File: config.mk
export PLATFORM = sky130hd
export DESIGN_NAME = hue_duty_sequencer
export DESIGN_NICKNAME = d
export VERILOG_FILES = /design/src/rtl/hue_duty_sequencer.sv
export SDC_FILE = /design/constraint.sdc
export NUM_CORES = 1
export LEC_CHECK = 0
export ABC_AREA = 1
export CAP_MARGIN = 5
export CORE_UTILIZATION = 61
export DETAILED_ROUTE_END_ITERATION = 6
export PLACE_DENSITY = 0.85
export REMOVE_ABC_BUFFERS = 1
export SLEW_MARGIN = 20
export SYNTH_ARGS = -nofsm -noshare
export SYNTH_HDL_FRONTEND = slang
export SYNTH_SLANG_ARGS = --single-unit
File: constraint.sdc
create_clock -name clk -period 3 [get_ports clk]
set_input_delay 0.75 -clock clk [delete_from_list [all_inputs] [get_ports clk]]
set_output_delay 0.75 -clock clk [all_outputs]
set_load 0.01 [all_outputs]
File: src/rtl/hue_duty_sequencer.sv
// Colour-wheel duty sequencer: walks six hue sectors, ramping one RGB channel
// per sector, and strobes update whenever the registered duties change.
module hue_duty_sequencer #(
  parameter int STEP_CYCLES = 7843,
  parameter int DUTY_W      = 8
) (
  input  logic              clk,
  input  logic              rst_n,
  input  logic              en,
  output logic [DUTY_W-1:0] duty_r,
  output logic [DUTY_W-1:0] duty_g,
  output logic [DUTY_W-1:0] duty_b,
  output logic [2:0]        sector,
  output logic              update
);

  localparam int PRE_W = (STEP_CYCLES > 1) ? $clog2(STEP_CYCLES) : 1;
  localparam logic [PRE_W-1:0]  PRE_LAST  = PRE_W'(STEP_CYCLES - 1);
  localparam logic [DUTY_W-1:0] MAX       = {DUTY_W{1'b1}};
  localparam logic [DUTY_W-1:0] ZERO      = {DUTY_W{1'b0}};
  localparam logic [DUTY_W-1:0] RAMP_LAST = MAX - DUTY_W'(1);

  typedef enum logic [2:0] {
    SEC_0 = 3'd0,
    SEC_1 = 3'd1,
    SEC_2 = 3'd2,
    SEC_3 = 3'd3,
    SEC_4 = 3'd4,
    SEC_5 = 3'd5
  } sector_e;

  sector_e                r_sector;
  sector_e                w_sector_nxt;
  logic [PRE_W-1:0]       r_pre;
  logic [PRE_W-1:0]       w_pre_nxt;
  logic [DUTY_W-1:0]      r_ramp;
  logic [DUTY_W-1:0]      w_ramp_nxt;
  logic [DUTY_W-1:0]      r_duty_r;
  logic [DUTY_W-1:0]      r_duty_g;
  logic [DUTY_W-1:0]      r_duty_b;
  logic                   r_update;
  logic                   w_step;
  logic [3*DUTY_W-1:0]    w_duty_nxt;

  // Packed {R, G, B}; ramp never exceeds MAX-1 so the fall term cannot underflow.
  function automatic logic [3*DUTY_W-1:0] map_duty(input sector_e s,
                                                   input logic [DUTY_W-1:0] ramp);
    logic [DUTY_W-1:0] fall;
    fall = MAX - ramp;
    case (s)
      SEC_0:   map_duty = {MAX,  ramp, ZERO};
      SEC_1:   map_duty = {fall, MAX,  ZERO};
      SEC_2:   map_duty = {ZERO, MAX,  ramp};
      SEC_3:   map_duty = {ZERO, fall, MAX};
      SEC_4:   map_duty = {ramp, ZERO, MAX};
      SEC_5:   map_duty = {MAX,  ZERO, fall};
      default: map_duty = {MAX,  ZERO, ZERO};
    endcase
  endfunction

  // Next-state for prescaler, ramp and sector; duties follow the next state.
  always_comb begin
    w_step       = en && (r_pre == PRE_LAST);
    w_pre_nxt    = r_pre;
    w_ramp_nxt   = r_ramp;
    w_sector_nxt = r_sector;
    if (w_step) begin
      w_pre_nxt = PRE_W'(0);
      if (r_ramp < RAMP_LAST) begin
        w_ramp_nxt = r_ramp + DUTY_W'(1);
      end else begin
        w_ramp_nxt = ZERO;
        case (r_sector)
          SEC_0:   w_sector_nxt = SEC_1;
          SEC_1:   w_sector_nxt = SEC_2;
          SEC_2:   w_sector_nxt = SEC_3;
          SEC_3:   w_sector_nxt = SEC_4;
          SEC_4:   w_sector_nxt = SEC_5;
          SEC_5:   w_sector_nxt = SEC_0;
          default: w_sector_nxt = SEC_0;
        endcase
      end
    end else if (en) begin
      w_pre_nxt = r_pre + PRE_W'(1);
    end else begin
      w_pre_nxt = r_pre;
    end
    w_duty_nxt = map_duty(w_sector_nxt, w_ramp_nxt);
  end

  // Hue sector state register.
  always_ff @(posedge clk or negedge rst_n) begin
    if (!rst_n) begin
      r_sector <= SEC_0;
    end else begin
      r_sector <= w_sector_nxt;
    end
  end

  // Prescaler, ramp, registered duties and update strobe.
  always_ff @(posedge clk or negedge rst_n) begin
    if (!rst_n) begin
      r_pre    <= PRE_W'(0);
      r_ramp   <= ZERO;
      r_duty_r <= MAX;
      r_duty_g <= ZERO;
      r_duty_b <= ZERO;
      r_update <= 1'b0;
    end else begin
      r_pre    <= w_pre_nxt;
      r_ramp   <= w_ramp_nxt;
      r_duty_r <= w_duty_nxt[3*DUTY_W-1:2*DUTY_W];
      r_duty_g <= w_duty_nxt[2*DUTY_W-1:DUTY_W];
      r_duty_b <= w_duty_nxt[DUTY_W-1:0];
      r_update <= w_step;
    end
  end

  assign duty_r = r_duty_r;
  assign duty_g = r_duty_g;
  assign duty_b = r_duty_b;
  assign sector = r_sector;
  assign update = r_update;

endmodule

* After elaboration in Yosys (flattened, before gate mapping)
Cells that the tools add are included.
** Operators by class
- $add $sub $neg :: 3
- $lt $le $gt $ge :: 1
- Equal/unequal tests :: 10
- Multiplexer cells :: 8
- Reductions and logical operators :: 4
** Operators by type and width (count)
- 24-bit one-hot mux with 6 select lines :: 1
- 13-bit 2-to-1 mux :: 2
- 8-bit 2-to-1 mux :: 2
- 3-bit one-hot mux with 5 select lines :: 1
- 13-bit by 1-bit adder with 13-bit output, second input constant :: 1
- 13-bit == test, second input constant :: 1
- 3-bit by 2-bit == test with 1-bit output, second input constant :: 4
- 3-bit == test, second input constant :: 3
- 8-bit by 1-bit adder with 8-bit output, second input constant :: 1
- 8-bit less-than comparator, second input constant :: 1
- 8-bit subtractor, first input constant :: 1
- 3-bit by 1-bit == test with 1-bit output, second input constant :: 2
- 3-bit zero test :: 2
- 3-bit 2-to-1 mux :: 2
- 2-bit nonzero test :: 1
- 1-bit logical AND :: 1
** Storage, ports and cells
- Flip-flop bits (word level) :: 49
- Input port bits :: 3
- Output and inout bits :: 28
- Word-level logic and storage cells :: 33

* Longest topological paths before layout
- Depth after elaboration :: 6
- Mapped depth :: 14
- Gate-level depth less buffers :: 14

* Worst setup path before layout
Ideal clock, no wire load.
- Path type :: input port to flip-flop
- Start point :: in en
- End point :: reg r_duty_b[0], in the netlist duty_b[0]
- Setup time :: 0.124 ns
- Arrival :: 1.891 ns
- Data required time :: 2.876 ns
- Path slack :: 0.985 ns
- Stages :: 12
- Path buffers :: 1
- Cell sequence :: buf_4 nand2_2 inv_2 nand2_1 nor2_4 nand3_4 nand2_4 nand2_8 nand3_4 nand2_2 inv_4 nand3_2
** On the way
- Cells in the longest elaborated chain, start to end :: 4
- Elaborated cells on any way between the ends :: 11
- Those cells by class :: add/sub (1); eq/ne (5); mux (3); reduce/logical (2)
** RTL lines
- start: declaration :: RTL line 9 : input logic en,
- 1-bit logical AND * :: RTL line 63 : w_step = en && (r_pre == PRE_LAST);
- 8-bit 2-to-1 mux or 3-bit 2-to-1 mux (tied branches) :: RTL line 67 : if (w_step) begin
- 8-bit subtractor, or another cell as far along :: RTL line 49 : fall = MAX - ramp;
- 24-bit one-hot mux with 6 select lines * :: RTL line 50 : case (s)
- via w_duty_nxt[0] :: RTL line 43 : logic [3*DUTY_W-1:0] w_duty_nxt;
- end signal: assignment :: RTL line 114 : r_duty_b <= w_duty_nxt[DUTY_W-1:0];
- end: declaration :: RTL line 40 : logic [DUTY_W-1:0] r_duty_b;
Mark *: on every way through the listed nets, which the timed path passes. The rest lies on a longest branch.
A chain may end at the register's enable or synchronous reset.

* Worst setup path in the final report
- Start point :: in en
- End point :: reg r_duty_g[2], in the netlist duty_g[2]
** On the way
- Cells in the longest elaborated chain, start to end :: 4
- Elaborated cells on any way between the ends :: 11
- Those cells by class :: add/sub (1); eq/ne (5); mux (3); reduce/logical (2)
** RTL lines
- 1-bit logical AND * :: RTL line 63
- 8-bit 2-to-1 mux or 3-bit 2-to-1 mux (tied branches) :: RTL line 67
- 8-bit subtractor, or another cell as far along :: RTL line 49
- 24-bit one-hot mux with 6 select lines * :: RTL line 50
- via w_duty_nxt[10] :: RTL line 43
- end signal: assignment :: RTL line 113 : r_duty_g <= w_duty_nxt[2*DUTY_W-1:DUTY_W];
- end: declaration :: RTL line 39 : logic [DUTY_W-1:0] r_duty_g;
Marked as above.

==> summary.txt <==
Final layout
  – Share of layout cells above drive strength 1: 0.2328
  – Area delta synth->final: 15.23%
  – ANT cells: 0
  – Number of nets in the layout: 383
  – # fillers: 328
  – Final Non-Filler Cells: 430

Logic synthesis
  – Post-Syn Area: a little under 3000 um^2
  – Seq/Total Area, Yosys: 0.4251
  – Netlist cell types: 35
  – Share of the synthesized area in the top cell type: 0.3528
  – Synth top area cells: dfrtp_1 (35%), nand2_1 (11%), dfstp_2 (7.2%)
  – Multiplexer share of the synthesized area: 0
  – Ys Warns: 0
  – Syn_area_per_cell: 8.527 um^2
  – Post-synth EDFFs: 0
  – Compound-Gate Fraction of Synth Area: 0.05680
  – Cells after Synth: 341
  – Adder-cell share of the synthesized area: 0.01291
  – Count leader, synth: nand2_1
  – Simple-gate share of the synthesized area: 0.4200
  – Top FF cell, synth: dfrtp_1
  – Synth async-reset ratio: 1.000
  – Area leader, netlist: dfrtp_1
  – Register bit count reported by yosys: between 40 and 50
  – Largest family of logic cells by synthesized area: simple AND/OR/NAND/NOR gates
  – Synth Area in XOR/XNOR: 0.009036
  – Most frequent cells after synthesis: nand2_1 (84), dfrtp_1 (41), inv_1 (37), nor2_1 (37), nand3_1 (26)

Clocking
  – Clock Sinks: a little under 50
  – Post-CTS Setup Bufs: 0
  – Inserted Clock Buffers: 5
  – TritonCTS clock tree: yes
  – Clock latency on the worst-skew pair: approximately 320 ps
  – CTS H-tree lvls: 2
  – Reg clk slew, reported paths: 100 ps
  – CTS max path bufs: 2
  – CTS root buffer: clkbuf_8
  – # hold bufs at CTS: 0
  – Post-CTS resize count: 0

Outcome
  – Outcome: finished, final reports clean

Timing
  – Final Hold Vio Count: 0
  – F_max: 443.6 MHz
  – RSZ-0062 raised after global routing: false
  – Slew Viols, Final: 0
  – Min cycle time layout: between 2000 and 2500 ps
  – Slew @ Worst Pin: 936.4 ps
  – Final setup violation count: 0
  – Worst slew margin: 0.3757
  – Tcrit/Tclk final: 0.7515
  – Setup TNS: 0 ps
  – Clock Skew: roughly 9.6 ps

Critical path
  – Critical path's slowest cell: clkdlybuf4s50_1
  – Crit-path cells: clkdlybuf4s50_1 -> nand2_2 -> nor2_2 -> nand3_2 -> nor2_8 -> nand3_2 -> nand2_8 -> nand2_4 -> nor2_4 -> nand2_1 -> nand3_1
  – Startpoint Class: primary input
  – Critical path fanouts, max: 8
  – Worst Setup Path Type: in2reg
  – Max incr delay on CP: 510 ps
  – CP endpoint kind: flip-flop
  – Top delay family on crit path: simple AND/OR/NAND/NOR gates
  – Worst EP required: 3250 ps
  – Worst path most repeated cell: nand3_2
  – Critical path arrival: about 2500 ps
  – Worst Path Buf+Inv: 1

Floorplan
  – Die extent in x: 71.04 um
  – Core Area: 4474 um^2
  – Initial core utilization: 0.6499
  – Core Rows: 24
  – Die area: 5047 um^2
  – Die H: 71.04 um
  – I/O pins: 31

Global routing
  – All-Layer GR Usage: 0.2843
  – Global-route wire length before repair: roughly 11 mm
  – Pin count of the biggest net entering global routing: 43
  – Vias in the first global route: 2416
  – Grt ovf: 0
  – Antenna violations before repair: 0

Placed design
  – Global placement routability congestion: 0.8390
  – Port Buf Inserts: 30
  – Hpwl dp: ~4.7 mm
  – DP Cell Count: about 420

Power and ir drop
  – Pwr per Cell Area: 406.3 nW/um^2
  – P_leak: 1.622 nW
  – Worst VDD drop: 0.0002672 V

Flow run
  – Max_cap viols: 0

Route
  – Total via count in the routed design: ~2400
  – Wire per inst: approximately 15 um
  – Mean number of vias per cell: 5.467
  – Final ANT Viol Nets: 0
  – Routed wire length: 6.238 mm
  – DRT iter0 DRCs: 185
  – First-pass iteration count of the detailed router: 4
  – DR DRC count: 0

Hold path
  – Worst Hold Class: reg2reg
-- layout make-up --
cell class,count,area [um^2],share of cell area
timing repair buffer,32,310.3,0.09261
sequential,49,1236,0.3689
tap,52,65.06,0.01942
inverter,49,191.4,0.05713
clock buffer,5,68.82,0.02054
clock inverter,3,28.78,0.008589
multi-input combinational,240,1450,0.4328
-- final timing paths --
kind | endpoint | cells past startpoint | from | slack [ps]
max in group asynchronous | duty_r[2] | 2 | rst_n | 1690
max | duty_g[2] | 11 | en | 750
max reg2reg | duty_g[2] | 12 | r_pre[0] | 910
min in group asynchronous | r_pre[7] | 1 | rst_n | 570
min | r_pre[11] | 1 | r_pre[11] | 520
min reg2reg | r_pre[11] | 1 | r_pre[11] | 520
-- layout by cell type (no fill, tap or decap), drive strengths merged --
cell type | Yosys | final
a211oi | 1 | 1
a21o | 1 | 1
a21oi | 7 | 7
a31oi | 1 | 1
buf | 3 | 3
clkbuf | 0 | 5
clkdlybuf4s50 | 0 | 29
clkinv | 1 | 2
dfrtp | 41 | 41
dfstp | 8 | 8
ha | 3 | 3
inv | 48 | 50
nand2 | 103 | 103
nand3 | 46 | 46
nand4 | 4 | 4
nor2 | 50 | 50
nor3 | 4 | 4
o21a | 1 | 1
o21ai | 14 | 14
o21bai | 1 | 1
o31ai | 1 | 1
xnor2 | 1 | 1
xor2 | 2 | 2
-- through the flow --
stage	worst slack (ps)	utilization	instance area (um^2)	hold slack (ps)	total power, mW
after global routing	599.9	0.7489	3351	540.1	1.425
after global placement	446.1	0.7271	3253	503.3	0.9340
after detailed placement	413.2	0.7271	3253	512.7	0.9429
after CTS	745.3	0.7489	3351	527.1	1.374
final	745.5	0.7489	3351	522.2	1.361
after floorplan	1124	-	2878	454.4	0.8832
-- cells by family after synthesis --
group / Yosys count
compound gates: 27
xor+xnor: 3
fa+ha+maj: 3
buf+inv: 52
flops: 49
simple gates: 207
-- sequential cells by signal, summed over array words and instances (netlist names) --
signal	flops
r_pre	13
r_ramp	8
update	1
duty_g	8
duty_b	8
sector	3
duty_r	8
-- routing by layer --
metal | vias up | track usage | routed length (um)
met5 | - | 0 | 0
met4 | 0 | 0.1267 | 164
met3 | 19 | 0.06695 | 301
met2 | 55 | 0.4840 | 3220
met1 | 1129 | 0.3445 | 2552
li1 | 1148 | - | -
-- power breakdown --
part	switching, mW	internal [mW]	total (mW)
Combinational	0.103	0.0551	0.158
Clock	0.253	0.175	0.428
Sequential	0.0717	0.703	0.775
(Power assumes the default switching activity.)
